<file path="config.mk">
export PLATFORM = sky130hd
export DESIGN_NAME = btn_arbiter
export DESIGN_NICKNAME = d
export VERILOG_FILES = /design/src/rtl/btn_arbiter.sv
export SDC_FILE = /design/constraint.sdc
export NUM_CORES = 1
export LEC_CHECK = 0
export ABC_AREA = 1
export CORE_MARGIN = 2
export CORE_UTILIZATION = 50
export CTS_CLUSTER_DIAMETER = 30
export CTS_CLUSTER_SIZE = 12
export DETAILED_ROUTE_END_ITERATION = 6
export MAX_ROUTING_LAYER = met4
export PLACE_DENSITY = 0.78
export REMOVE_ABC_BUFFERS = 1
export SETUP_SLACK_MARGIN = 0.3
export SLEW_MARGIN = 20
export SYNTH_ARGS = -nofsm -noshare
export SYNTH_HDL_FRONTEND = slang
export SYNTH_SLANG_ARGS = --single-unit
</file>
<file path="constraint.sdc">
create_clock -name clk -period 2.85 [get_ports clk]
set_input_delay 0.4275 -clock clk [delete_from_list [all_inputs] [get_ports clk]]
set_output_delay 0.4275 -clock clk [all_outputs]
set_load 0.03 [all_outputs]
</file>
<file path="src/rtl/btn_arbiter.sv">
// -----------------------------------------------------------------------------
// btn_arbiter
//
// Shares one downstream resource (display/counter update unit) among N
// debounced button inputs. Rising edges on each button are detected
// internally and latched as pending requests. Requests are granted one at a
// time in round-robin order. Each grant is a one-cycle pulse carrying the
// winning index, and the arbiter then holds busy until the resource reports
// done.
//
// Optional feature (compile-time macro):
//   BTN_ARB_TIMEOUT_EN - when defined, WAIT is abandoned after TIMEOUT cycles
//                        without done, and timeout_err pulses for one cycle.
//                        When undefined, WAIT lasts until done, timeout_err is
//                        tied low and no counter is built.
//
// Parameters:
//   N        number of button requesters (2..8)
//   IDX_W    width of grant_idx, 2**IDX_W >= N
//   TIMEOUT  WAIT cycles before abort (only used with BTN_ARB_TIMEOUT_EN)
//
// Ports:
//   clk          in   system clock, all state on the rising edge
//   rst          in   asynchronous reset, active low
//   btn          in   [N] level button inputs, synchronous to clk
//   done         in   resource finished the current grant (sampled in WAIT)
//   grant_valid  out  one-cycle grant pulse
//   grant_idx    out  [IDX_W] winning channel, holds after the pulse
//   busy         out  high in GRANT and WAIT
//   pending      out  [N] latched, unserved requests
//   timeout_err  out  one-cycle abort pulse
//   state_dbg    out  [2] current FSM state (0=IDLE, 1=GRANT, 2=WAIT)
//   ptr_dbg      out  [IDX_W] round-robin search start pointer
//
// Handshake: grant_valid is a one-cycle pulse with no back-pressure; the
// resource acknowledges completion by raising done while busy is high in
// WAIT. done outside WAIT has no effect.
// -----------------------------------------------------------------------------
module btn_arbiter #(
  parameter int N       = 4,
  parameter int IDX_W   = 2,
  parameter int TIMEOUT = 15
) (
  input  logic             clk,
  input  logic             rst,
  input  logic [N-1:0]     btn,
  input  logic             done,
  output logic             grant_valid,
  output logic [IDX_W-1:0] grant_idx,
  output logic             busy,
  output logic [N-1:0]     pending,
  output logic             timeout_err,
  output logic [1:0]       state_dbg,
  output logic [IDX_W-1:0] ptr_dbg
);

  // Elaboration-time parameter sanity check.
  if (N < 2 || N > 8 || (2 ** IDX_W) < N || TIMEOUT < 1) begin : g_param_check
    $error("btn_arbiter: illegal parameter combination");
  end

  typedef enum logic [1:0] {
    S_IDLE  = 2'd0,
    S_GRANT = 2'd1,
    S_WAIT  = 2'd2
  } state_t;

  state_t           state;
  logic [N-1:0]     btn_q;
  logic [N-1:0]     btn_edge;
  logic [IDX_W-1:0] ptr;

  logic             sel_found;
  logic [IDX_W-1:0] sel_idx;
  logic [IDX_W:0]   cand;
  logic [IDX_W:0]   ptr_inc;
  logic [IDX_W-1:0] ptr_nxt;
  logic             grant_now;
  logic [N-1:0]     clr_mask;

  // ---------------------------------------------------------------------------
  // Edge detection. btn_q resets to all ones so that a button already held
  // while reset is asserted does not look like a fresh press on release.
  // ---------------------------------------------------------------------------
  always_ff @(posedge clk or negedge rst) begin
    if (!rst) begin
      btn_q <= '1;
    end else begin
      btn_q <= btn;
    end
  end

  assign btn_edge = btn & ~btn_q;

  // ---------------------------------------------------------------------------
  // Round-robin selection: walk from ptr upward modulo N, first pending bit
  // wins. The candidate index is one bit wider than IDX_W so ptr+i (< 2N)
  // never overflows before the single wrap subtraction.
  // ---------------------------------------------------------------------------
  always_comb begin
    sel_found = 1'b0;
    sel_idx   = '0;
    cand      = '0;
    for (int i = 0; i < N; i++) begin
      cand = {1'b0, ptr} + (IDX_W+1)'(i);
      if (cand >= (IDX_W+1)'(N)) begin
        cand = cand - (IDX_W+1)'(N);
      end
      for (int j = 0; j < N; j++) begin
        if (!sel_found && (cand == (IDX_W+1)'(j)) && pending[j]) begin
          sel_found = 1'b1;
          sel_idx   = IDX_W'(j);
        end
      end
    end
  end

  // Pointer moves to the channel after the winner, wrapping N-1 to 0.
  always_comb begin
    ptr_inc = {1'b0, sel_idx} + (IDX_W+1)'(1);
    ptr_nxt = ptr_inc[IDX_W-1:0];
    if (ptr_inc == (IDX_W+1)'(N)) begin
      ptr_nxt = '0;
    end
  end

  // A grant is issued only from IDLE, from the registered pending vector.
  assign grant_now = (state == S_IDLE) && sel_found;

  always_comb begin
    clr_mask = '0;
    for (int i = 0; i < N; i++) begin
      clr_mask[i] = grant_now && (sel_idx == IDX_W'(i));
    end
  end

  // ---------------------------------------------------------------------------
  // Pending latch. The clear is applied before the set, so an edge arriving
  // on the channel being granted in the same cycle survives as a new request.
  // Repeated edges on an already-pending channel simply re-set the same bit.
  // ---------------------------------------------------------------------------
  always_ff @(posedge clk or negedge rst) begin
    if (!rst) begin
      pending <= '0;
    end else begin
      pending <= (pending & ~clr_mask) | btn_edge;
    end
  end

  // ---------------------------------------------------------------------------
  // Control FSM with registered outputs.
  // ---------------------------------------------------------------------------
`ifdef BTN_ARB_TIMEOUT_EN
  localparam int CNT_W = $clog2(TIMEOUT + 1);
  logic [CNT_W-1:0] wait_cnt;

  always_ff @(posedge clk or negedge rst) begin
    if (!rst) begin
      state       <= S_IDLE;
      grant_valid <= 1'b0;
      grant_idx   <= '0;
      busy        <= 1'b0;
      ptr         <= '0;
      timeout_err <= 1'b0;
      wait_cnt    <= '0;
    end else begin
      grant_valid <= 1'b0;
      timeout_err <= 1'b0;
      case (state)
        S_IDLE: begin
          if (grant_now) begin
            state       <= S_GRANT;
            grant_valid <= 1'b1;
            grant_idx   <= sel_idx;
            ptr         <= ptr_nxt;
            busy        <= 1'b1;
          end
        end
        S_GRANT: begin
          state    <= S_WAIT;
          wait_cnt <= '0;
        end
        S_WAIT: begin
          // done takes priority over an abort landing in the same cycle.
          if (done) begin
            state <= S_IDLE;
            busy  <= 1'b0;
          end else if (wait_cnt == CNT_W'(TIMEOUT - 1)) begin
            // The aborted request is dropped; ptr already moved past it.
            state       <= S_IDLE;
            busy        <= 1'b0;
            timeout_err <= 1'b1;
          end else begin
            wait_cnt <= wait_cnt + CNT_W'(1);
          end
        end
        default: begin
          state <= S_IDLE;
          busy  <= 1'b0;
        end
      endcase
    end
  end
`else
  always_ff @(posedge clk or negedge rst) begin
    if (!rst) begin
      state       <= S_IDLE;
      grant_valid <= 1'b0;
      grant_idx   <= '0;
      busy        <= 1'b0;
      ptr         <= '0;
    end else begin
      grant_valid <= 1'b0;
      case (state)
        S_IDLE: begin
          if (grant_now) begin
            state       <= S_GRANT;
            grant_valid <= 1'b1;
            grant_idx   <= sel_idx;
            ptr         <= ptr_nxt;
            busy        <= 1'b1;
          end
        end
        S_GRANT: begin
          state <= S_WAIT;
        end
        S_WAIT: begin
          if (done) begin
            state <= S_IDLE;
            busy  <= 1'b0;
          end
        end
        default: begin
          state <= S_IDLE;
          busy  <= 1'b0;
        end
      endcase
    end
  end

  assign timeout_err = 1'b0;
`endif

  assign state_dbg = state;
  assign ptr_dbg   = ptr;

endmodule
</file>
# Word-level counts from Yosys, hierarchy flattened
# Index checks and enable logic that the tools add are counted.
# word_totals
in_bits,7
out_inout_bits,13
register_bits,16
# op_classes
n_eq_ne,20
mux,44
reduce_logical,60
order_cmp,4
bitwise,6
addsub,8
# op_table
operator,count
logical AND 1 bit,36
2-to-1 mux 2 bit,17
== test 3 x 2 -> 1 bit (second input constant),8
2-to-1 mux 1 bit,21
zero test 1 bit,15
== test 3 x 1 -> 1 bit (second input constant),4
zero test 3 bit,4
2-to-1 mux 3 bit,4
greater-or-equal comparator 3 bit (second input constant),3
subtractor 3 bit (second input constant),3
AND 4 bit,2
inverter 4 bit,2
adder 2 x 1 -> 3 bit (second input constant),2
adder 2 x 2 -> 3 bit (second input constant),2
== test 2 bit (second input constant),3
one-hot mux 2 bit (3 select lines),1
== test 2 x 1 -> 1 bit (second input constant),2
zero test 2 bit,2
!= test 2 bit (second input constant),2
bitwise OR 4 bit,1
AND reduction 2 bit,2
== test 3 bit (second input constant),1
greater-or-equal comparator 2 x 3 -> 1 bit (second input constant),1
one-hot mux 1 bit (3 select lines),1
3 further kinds,3

# Depth between registers and ports, before layout
# Gate-level depths: netlist of the first run.
# logic_depth
word_depth,70
mapped_depth,18
mapped_depth_nobuf,17

# Least setup slack after synthesis of the first run
# OpenSTA, ideal clock, no wires.
# synth_timing
path_kind,register to register
startpoint,register ptr[0] (netlist: ptr_dbg[0])
endpoint,register ptr[1] (netlist: ptr_dbg[1])
setup_ns,0.074
n_path_buf,1
path_stages_with_launch,16
path_slack_ns,0.503
arrival_ns,2.273
path_cell_list,dfrtp_1 buf_6 inv_2 nand2_1 nand3_2 nand4_2 nor2_2 nand4_2 nor2_2 nand2_2 nor2_4 o21ai_0 nand2_1 inv_1 ha_1 o21ai_2
# synth_between
elab_chain_len,68
# synth_rtl
element,line_no,rtl
"start, declared",71,logic [IDX_W-1:0] ptr;
"start signal, assigned",220,ptr <= ptr_nxt;
subtractor 2 x 3 -> 3 bit or greater-or-equal comparator 2 x 3 -> 1 bit (tied branches),"107, 106",
2-to-1 mux 3 bit,106,if (cand >= (IDX_W+1)'(N)) begin
zero test 3 bit,110,if (!sel_found && (cand == (IDX_W+1)'(j)) && pending[j]) begin
logical AND 1 bit,110,
2-to-1 mux 1 bit,110,
zero test 1 bit,110,
logical AND 1 bit (2 in a row),110,
2-to-1 mux 1 bit,110,
[... 51 more ...],--,
2-to-1 mux 1 bit,110,
zero test 1 bit,110,
logical AND 1 bit (2 in a row),110,
2-to-1 mux 2 bit (*),110,
via sel_idx[1],74,logic [IDX_W-1:0] sel_idx;
adder 2 x 1 -> 3 bit (*),120,"ptr_inc = {1'b0, sel_idx} + (IDX_W+1)'(1);"
== test 3 bit,122,if (ptr_inc == (IDX_W+1)'(N)) begin
2-to-1 mux 2 bit (*),122,
# Mark *: on every way through the listed nets, which the timed path passes. The rest lies on a longest branch.
# A chain may end at the register's enable or synchronous reset.

# Final worst setup path of the first run
# Ends and elaborated chain as after synthesis.

==> metrics.txt, run 1 <==
WL/cell around 11 µm; clk buf depth 2; largest net degree at the start of global routing 17; Total Routed Length between 1.5 and 2 mm; Worst slew margin roughly 56%; CORE AREA 1920 µm²; PortBufs 18; Sequential Area 408 µm²; critical path's largest stage delay roughly 460 ps; Final Max Tran Viols 0; Routability Congestion approximately 0.8; xor and xnor area share after synthesis 0%; Area Growth Syn to Fin 27.3%; number of distinct library cells after synthesis 26; crit path cell chain nand3_1 -> nand2_1 -> inv_1 -> nand4_2 -> nor2_4 -> nand4_2 -> nor2_2 -> nand2_2 -> nor2_4 -> o21ai_0 -> nand2_2 -> inv_1 -> ha_1 -> o21ai_2; layout cell share with drive strength beyond 1 around a quarter; internal power approximately 850 µW; drt initial violations 16; Synth Area in Adders 6.29%; Clock Power Share under 10%; H-tree Lvls 1; die width approximately 49 µm; yosys warns 0; Worst-Skew Late Latency about 270 ps; Hold Crit Class flop to flop; gr usage total between 10% and 20%; drc violations 0; layout filler cell count around 180; post-DP HPWL approximately 1.5 mm; NetSw approximately 880 µW; #FFs+latches synth 16; Final WS setup between 500 and 600 ps; Seq pwr share a little under a quarter; hold buffer count at cts 0; Setup violations, final 0; Leakage around 0.00063 µW; Compound-Gate Fraction of Synth Area under 10%; peak supply drop slightly above 0.8 mV; slowest CP cell dfrtp_2; Via density 4.90; Setup Skew ~1.3 ps; CP bufs+invs 2; TritonCTS buffer count 3; setup TNS 0 ps; clock sink count 16; crit path capture type flop; initial core utilization around 52%; CP max FO 6; mux contribution to synthesized area 0%; Detail Route Antenna Nets 0; startpoint class of the critical path flop; nets 160; first-pass GRT wire length 3.24 mm; Syn Inst Count between 100 and 150; vias in the first global route between 800 and 900; multi-input logic area 488 µm²; most frequent cells in the layout nand2_1, inv_1, clkdlybuf4s50_1; DR vias ~850; fmax roughly 430 MHz; Net Sw Frac between 50% and 60%; Reg clk slew, reported paths ~90 ps; MaxCap Viol Count 0; GR Overflow Total 0; Die ar. 2360 µm²; largest family of logic cells by synthesized area simple AND/OR/NAND/NOR gates; CP Class flop to flop; crit-path leading delay family simple AND/OR/NAND/NOR gates; TritonCTS clock tree yes; CP required between 3000 and 4000 ps; initial antenna violation count 0; TritonRoute pass-1 iters 5; mapped cell area a little under 1000 µm²; most common cell after layout, fill and taps aside nand2_1; P per Cell Area around 1400 nW/µm²; FP Rows 16; Tmin final ~2300 ps; final period utilization between 80% and 90%; unrepaired setup endpoints after global routing no; status completed; Worst-Margin Slew 655 ps; n_diodes 0; final hold vios 0; worst slack at placement 441 ps; root buffer cell clkbuf_4; Avg Inst Size Synth roughly 8 µm²; I/O Pins 20; Post-Synth Simple-Gate Area 34.6%; worst endpoint data arrival time 2520 ps; sequential area share after synthesis roughly two fifths; Die H around 50 µm; Gate power share 68.1%
per-layer routing:
metal	up-vias	part of all wire [%]	global-route usage, %
met2	15	53	31.3
met3	6	2.6	3.09
met1	401	42	19.8
met4	0	2.5	8.57
met5	-	0	-
li1	431	-	-
cell usage after synthesis:
cell type	number	area share (%)
conb_1	1	0.38
nand4_2	2	2.5
o211ai_1	1	0.75
inv_1	22	8.3
nor3_1	2	1.0
a31o_2	1	0.88
nor2_1	14	5.3
ha_1	5	6.3
nor2_4	1	1.1
nand3_1	9	4.5
buf_4	1	0.75
o21ai_0	4	2.0
a21oi_1	1	0.50
nand2_1	24	9.1
dfrtp_1	12	30
nand3_4	1	1.8
nor2_2	2	1.3
o21ai_2	3	2.6
inv_2	1	0.38
dfstp_2	4	11
inv_4	1	0.63
nand2_8	1	2.0
nand2_2	5	3.1
buf_6	1	1.1
nand4_1	3	1.9
nand3_2	1	1.0
timing repair:
item / CTS / global route
setup buffers: 0 / 4
gates resized for setup: 0 / 6
setup endpoints to repair: 0 / 6
worst paths after layout:
path | slack (ps) | startpoint | end | depth (start not counted)
min reg2reg | 510 | grant_idx[0]$_DFFE_PN0P_ | grant_idx[0]$_DFFE_PN0P_ | 2
min in group asynchronous | 550 | rst | state_dbg[0]$_DFFE_PN0P_ | 1
max | 530 | ptr_dbg[0]$_DFFE_PN0P_ | ptr_dbg[1]$_DFFE_PN0P_ | 14
max in group asynchronous | 1840 | rst | ptr_dbg[0]$_DFFE_PN0P_ | 1
max reg2reg | 530 | ptr_dbg[0]$_DFFE_PN0P_ | ptr_dbg[1]$_DFFE_PN0P_ | 14
min | 510 | grant_idx[0]$_DFFE_PN0P_ | grant_idx[0]$_DFFE_PN0P_ | 2
final cells by class:
class                   instances  area share, %
flip-flops and latches         16           32.2
clock buffers                   4           2.87
inverters                      24           7.31
repair buffers                 22           16.4
multi-input cells              81           38.5
well taps                      27           2.67
worst min-delay path, cell delays in order, from the launching register on:
cell,delay [ps]
dfrtp_1,370
nand2_2,60
o21ai_2,50
logic make-up (layout without fill, tap and decap cells):
logic type                 after synthesis  after routing
DFF                                     16             16
buffers and inverters                   26             50
and+or+nand+nor                         65             65
adders and majority gates                5              5
AOI/OAI and AO/OA                       10             10
other                                    1              1
flip-flops by register name, summed over array words and instances (netlist names):
register / flops
btn_q: 4
busy: 1
grant_idx: 2
grant_valid: 1
pending: 4
ptr_dbg: 2
state_dbg: 2
metrics by stage:
stage	utilization [%]	hold slack [ps]	cells	power, µW	area [µm²]
2_1_floorplan	-	132	121	1190	976
3_3_place_gp	61.9	475	166	1450	1190
3_5_place_dp	61.9	491	166	1500	1190
4_1_cts	63.8	515	170	1650	1230
5_1_grt	65.9	547	174	1870	1270
6_report	65.9	507	174	1730	1270
power groups by stage:
stage	registers, µW	logic, µW	clock network, µW
after floorplan	548	637	0
after global placement	408	1040	0
after detailed placement	410	1090	0
after CTS	406	1100	145
after global routing	422	1290	156
final	409	1180	142
No activity file was read; power rests on OpenSTA's default activity.
==> inputs of run 2 (changes only) <==
--- a/config.mk
+++ b/config.mk
@@ -7,12 +7,12 @@
 export LEC_CHECK = 0
 export ABC_AREA = 1
 export CORE_MARGIN = 2
-export CORE_UTILIZATION = 50
+export CORE_UTILIZATION = 45
 export CTS_CLUSTER_DIAMETER = 30
 export CTS_CLUSTER_SIZE = 12
 export DETAILED_ROUTE_END_ITERATION = 6
 export MAX_ROUTING_LAYER = met4
-export PLACE_DENSITY = 0.78
+export PLACE_DENSITY = 0.74
 export REMOVE_ABC_BUFFERS = 1
 export SETUP_SLACK_MARGIN = 0.3
 export SLEW_MARGIN = 20
==> constraint.sdc (replaced) <==
create_clock -name clk -period 2.1 [get_ports clk]
set_input_delay 0.315 -clock clk [delete_from_list [all_inputs] [get_ports clk]]
set_output_delay 0.315 -clock clk [all_outputs]
set_load 0.03 [all_outputs]
==> run 2 against run 1 <==
The flow now finishes with violations (negative setup slack). Register-to-register slack got worse by 680 ps. Worst hold slack got worse by 65 ps. Fmax rose by 3.2%. Non-clock buffer count rose by 24. Clock skew rose by 4.0 ps. Wire length rose by 50%. Core utilization rose by 10 points. Critical path depth did not move. First-iteration DRC count fell by 25%. Largest cell class unchanged.
==> metrics.txt, run 2 (same netlist as run 1, synthesis figures left out) <==
crit path cell chain inv_2 -> nand2_2 -> nand3_4 -> nand4_4 -> nor2_4 -> nand4_4 -> buf_6 -> nor3_2 -> nand4_1 -> nand2_4 -> ha_4 -> nand3_1 -> nand2_1 -> nand2_1; clock sink count 16 (unchanged); Area Growth Syn to Fin 63.9%; Die H 51.0 µm (+5.0%); TritonCTS clock tree yes; most frequent cells in the layout buf_4, nand2_1, inv_1; CP bufs+invs 2 (unchanged); CP max FO 5 (-1); most common cell after layout, fill and taps aside buf_4; GR Overflow Total 0 (unchanged); TritonRoute pass-1 iters 4 (-1); DR vias 1028 (+21%); n_diodes 0 (unchanged); slowest CP cell dfrtp_2; clk buf depth 2 (unchanged); PortBufs 18 (unchanged); TritonCTS buffer count 3 (unchanged); Worst-Margin Slew 880 ps (+224 ps); drc violations 0 (unchanged); I/O Pins 20 (unchanged); crit path capture type flop; largest net degree at the start of global routing 17 (unchanged); post-route insts no fill 200 (+15%); layout filler cell count 152 (-16%); failing checks negative setup slack; Worst slew margin 41.1% (-15 points); startpoint class of the critical path flop; Detail Route Antenna Nets 0 (unchanged); crit-path leading delay family simple AND/OR/NAND/NOR gates; critical path's largest stage delay 470 ps (about the same); nets 185 (+16%); Setup violations, final 8 (+8); status finished, violations left; worst endpoint data arrival time 2420 ps (-100 ps); hold buffer count at cts 0 (unchanged); Final Max Tran Viols 0 (unchanged); setup TNS -743 ps (-743 ps); unrepaired setup endpoints after global routing yes; Worst-Skew Late Latency 280 ps (about the same); MaxCap Viol Count 0 (unchanged); Placed Instances 184 (+11%); post-route cell area 1630 µm² (+29%); vias in the first global route 1010 (+23%); final period utilization 107% (+26 points); Final WS setup -145 ps (-678 ps); die width 51.0 µm (+5.0%); Setup Skew 5.22 ps (+3.95 ps); gr usage total 21.9% (+4.0 points); Tmin final 2240 ps (-71.6 ps); Via density 5.14 (+4.8%); largest registers btn_q x4, pending x4; H-tree Lvls 1 (unchanged); WL/cell 14.4 µm (+30%); DP Area 1320 µm² (+11%); CP required 2270 ps (-780 ps); Routability Congestion 0.888 (+14%); drt initial violations 12 (-4); CORE AREA 2150 µm² (+12%); initial antenna violation count 0 (unchanged); fmax 445 MHz (+3.2%); post-DP HPWL 1.64 mm (+7.3%); final hold vios 0 (unchanged); first-pass GRT wire length 4.11 mm (+27%); Die ar. 2600 µm² (+10%); FP Rows 17 (+1); initial core utilization 46.3% (-5.5 points); root buffer cell clkbuf_4; Hold Crit Class primary input to async pin; Reg clk slew, reported paths 100 ps (about the same); worst hold slack 442 ps (-64.8 ps); CP Class flop to flop; Total Routed Length 2.87 mm (+50%); layout cell share with drive strength beyond 1 51.7% (+27 points)
## run 2: cell types whose count changed in the layout (fill, tap and decap cells not counted), moves of 4 or more
cell / before / now
ha_1: 5 / 0
inv_1: 21 / 15
buf_4: 3 / 24
inv_2: 2 / 7
nand2_1: 22 / 17
nand3_2: 1 / 5
dlygate4sd2_1: 0 / 5
nand3_1: 9 / 4
clkdlybuf4s50_1: 18 / 12
buf_6: 0 / 4
## run 2: per-stage QoR
stage,util (%),setup WS (ps)
after floorplan,-,-240
after detailed placement,61.4,-137
after global routing,75.9,-284
after CTS,68.8,-39.8
after global placement,61.4,-46.7
final,75.9,-145
## run 2: path summary, 6_finish.rpt
kind | from | endpoint | slack [ps] | cells after the start
min reg2reg | btn_q[3]$_DFF_PN1_ | pending[3]$_DFF_PN0_ | 490 | 1
max in group asynchronous | rst | ptr_dbg[1]$_DFFE_PN0P_ | 1170 | 1
max | ptr_dbg[1]$_DFFE_PN0P_ | pending[1]$_DFF_PN0_ | -140 | 14
min | rst | busy$_DFFE_PN0P_ | 440 | 1
min in group clk | btn[2] | btn_q[2]$_DFF_PN1_ | 450 | 1
max reg2reg | ptr_dbg[1]$_DFFE_PN0P_ | pending[1]$_DFF_PN0_ | -140 | 14
## run 2: per-layer routing
metal  GRT usage, %  up-vias  wire length, µm
met5              -        -                0
met4           13.5        0              123
met3           3.22       21               85
met2           38.5       32             1630
met1           23.1      493             1030
li1               -      482                -
## run 2: cell type report
| type | instances | area [µm²] | share of cell area, % |
|---|---|---|---|
| Multi-Input combinational cell | 82 | 654 | 40.1 |
| Sequential cell | 16 | 408 | 25.0 |
| Timing Repair Buffer | 46 | 402 | 24.6 |
| Inverter | 24 | 95.1 | 5.83 |
| Clock buffer | 4 | 36.3 | 2.23 |
| Tap cell | 28 | 35.0 | 2.15 |
## run 2: worst reg2reg max path, delay by kind of cell, from the launching register on
kind	cells	cell delay [ps]
and+or+nand+nor	11	1260
DFF	1	470
buffers and inverters	2	250
adders and majority gates	1	150
## run 2: timing repair
item | in CTS | in global routing
cloned | 0 | 1
setup endpoints to repair | 15 | 12
setup buffers | 8 | 3
pin swaps | 17 | 19
gates resized for setup | 28 | 29
Power of run 2 is left out: the tool's default activity adds up to more than one toggle a clock period on the data nets, which glitch-free logic cannot reach.
==> inputs of run 3 (changes only) <==
--- a/config.mk
+++ b/config.mk
@@ -6,6 +6,7 @@
 export NUM_CORES = 1
 export LEC_CHECK = 0
 export ABC_AREA = 1
+export CORE_ASPECT_RATIO = 0.75
 export CORE_MARGIN = 2
 export CORE_UTILIZATION = 45
 export CTS_CLUSTER_DIAMETER = 30
@@ -13,7 +14,6 @@
 export DETAILED_ROUTE_END_ITERATION = 6
 export MAX_ROUTING_LAYER = met4
 export PLACE_DENSITY = 0.74
-export REMOVE_ABC_BUFFERS = 1
 export SETUP_SLACK_MARGIN = 0.3
 export SLEW_MARGIN = 20
 export SYNTH_ARGS = -nofsm -noshare
==> run 3 against run 2 <==
The run still ends with negative setup slack left. Worst hold slack worse by 130 ps. Fmax rose by 5.9%. Final cell count shrank 5.0%. Sequential share of layout area up 0.94 points. First-iteration DRC count increased to 3.4 times the previous value. Clock-buffer cell count stayed put. Via count is 2.0% lower. Clock skew grew 8.8 ps. Critical endpoint is now pending[0]$_DFF_PN0_.
==> metrics.txt, run 3 (same netlist as run 1, synthesis figures left out) <==
status finished, violations left; failing checks negative setup slack; root buffer cell clkbuf_4; R2R Path End pending[0]$_DFF_PN0_; met1 usage 31.3% (+8.3 points); slowest CP cell dfrtp_2; Setup violations, final 5 (-3); worst endpoint data arrival time 2350 ps (-70 ps); layout cell share with drive strength beyond 1 45.8% (-6.0 points); PortBufs 18 (unchanged); startpoint class of the critical path flop; WL/cell 14.7 µm (+2.1%); Worst slew margin 54.9% (+14 points); Die ar. 2610 µm² (+0.15%); GR Overflow Total 0 (unchanged); n_diodes 0 (unchanged); Hold Crit Class primary input to async pin; most frequent cells in the layout buf_4, nand2_1, inv_1; FP Rows 14 (-3); clk buf depth 2 (unchanged); initial core utilization 48.5% (+2.2 points); post-route cell area 1570 µm² (-3.6%); first-pass GRT wire length 4.73 mm (+15%); drt initial violations 41 (+29); clock sink count 16 (unchanged); MaxCap Viol Count 0 (unchanged); vias in the first global route 1028 (+1.8%); CP Class flop to flop; Reg clk slew, reported paths 100 ps (about the same); unrepaired setup endpoints after global routing yes; syn nets approximately 140; post-route insts no fill 190 (-5.0%); Area Growth Syn to Fin 58.0%; nets 179 (-3.2%); crit path cell chain inv_4 -> nand2_4 -> nand3_4 -> nand4_4 -> nor2_4 -> nand4_4 -> nor3_2 -> nand4_1 -> nand2_4 -> inv_4 -> ha_4 -> nand3_2 -> nand2_1 -> nand2_1; die width 58.3 µm (+14%); most common cell after layout, fill and taps aside buf_4; DP Area 1350 µm² (+2.7%); layout filler cell count 133 (-13%); initial antenna violation count 0 (unchanged); TritonCTS buffer count 3 (unchanged); Setup Skew 14.0 ps (+8.81 ps); Tmin final 2120 ps (-125 ps); internal reg-to-reg setup slack -20 ps (+120 ps); Final WS setup -19.9 ps (+125 ps); CORE AREA 2050 µm² (-4.6%); DR vias 1007 (-2.0%); TritonRoute pass-1 iters 4 (unchanged); Via density 5.30 (+3.1%); Final Max Tran Viols 0 (unchanged); final period utilization 101% (-5.9 points); final hold vios 0 (unchanged); TritonCTS clock tree yes; Detail Route Antenna Nets 0 (unchanged); GRT Max-Usage Layer met2; Routability Congestion 0.825 (-7.1%); post-DP HPWL 1.80 mm (+10%); Die H 44.7 µm (-12%); Total Routed Length 2.79 mm (-3.0%); fmax 472 MHz (+5.9%); CP required 2330 ps (+60 ps); H-tree Lvls 1 (unchanged); critical path's largest stage delay 490 ps (+20 ps); CP bufs+invs 2 (unchanged); Worst-Margin Slew 673 ps (-206 ps); gr usage total 25.0% (+3.0 points); drc violations 0 (unchanged); largest net degree at the start of global routing 17 (unchanged); I/O Pins 20 (unchanged); largest registers btn_q x4, pending x4; Placed Instances 180 (-2.2%); GR Layer Usage met2 40.2% (+1.7 points); met3 GRT Util 6.02% (+2.8 points); crit-path leading delay family simple AND/OR/NAND/NOR gates; Worst-Skew Late Latency 300 ps (+20 ps); crit path capture type flop; CP max FO 6 (+1); R2R depth 14 (unchanged); R2R Path Start ptr_dbg[0]$_DFFE_PN0P_
[run 3: cell types whose count changed in the layout (fill, tap and decap cells not counted), sizes merged]
cell           delta
dlymetal6s2s      +1
nand2             -1
dlygate4sd2       -2
clkdlybuf4s50     +1
buf               -5
[run 3: final cells by class]
| type | count | area [µm²] | area share, % |
|---|---|---|---|
| Tap cell | 24 | 30.0 | 1.91 |
| Multi-Input combinational cell | 81 | 633 | 40.3 |
| Timing Repair Buffer | 41 | 362 | 23.0 |
| Sequential cell | 16 | 408 | 26.0 |
| Clock buffer | 4 | 36.3 | 2.31 |
| Inverter | 24 | 103 | 6.53 |
[run 3: per-layer routing]
layer  up-vias  share of wire [%]
li1        474                  -
met5         -                  0
met1       493                 43
met3         8                5.1
met4         0                2.0
met2        32                 50
[run 3: how the worst max path moves through the flow]
stage	startpoint	end	slack (ps)	depth (start not counted)
floorplan	ptr_dbg[0]$_DFFE_PN0P_	ptr_dbg[1]$_DFFE_PN0P_	-110	15
global placement	ptr_dbg[1]$_DFFE_PN0P_	pending[3]$_DFF_PN0_	-10	14
detailed placement	ptr_dbg[1]$_DFFE_PN0P_	pending[3]$_DFF_PN0_	-110	14
CTS	ptr_dbg[1]$_DFFE_PN0P_	pending[0]$_DFF_PN0_	50	15
global route	ptr_dbg[0]$_DFFE_PN0P_	pending[2]$_DFF_PN0_	-180	15
finish	ptr_dbg[0]$_DFFE_PN0P_	pending[0]$_DFF_PN0_	-20	14
[run 3: through the flow]
step | worst slack (ps) | TNS [ps] | hold slack (ps) | util (%)
final | -19.9 | -55.0 | 317 | 76.7
after global routing | -184 | -1080 | 328 | 76.7
after CTS | 52.9 | 0 | 327 | 75.5
after detailed placement | -106 | -454 | 491 | 66.1
after global placement | -14.1 | -27.5 | 471 | 66.1
after floorplan | -113 | -549 | 19.4 | -
[run 3: timing repair]
item / CTS / global route
setup endpoints to repair: 14 / 13
pin swaps: 17 / 4
resized for setup: 29 / 8
cloned: 0 / 0
hold buffers: 0 / 0
setup buffers: 6 / 0
Power of run 3 is left out for the same reason.
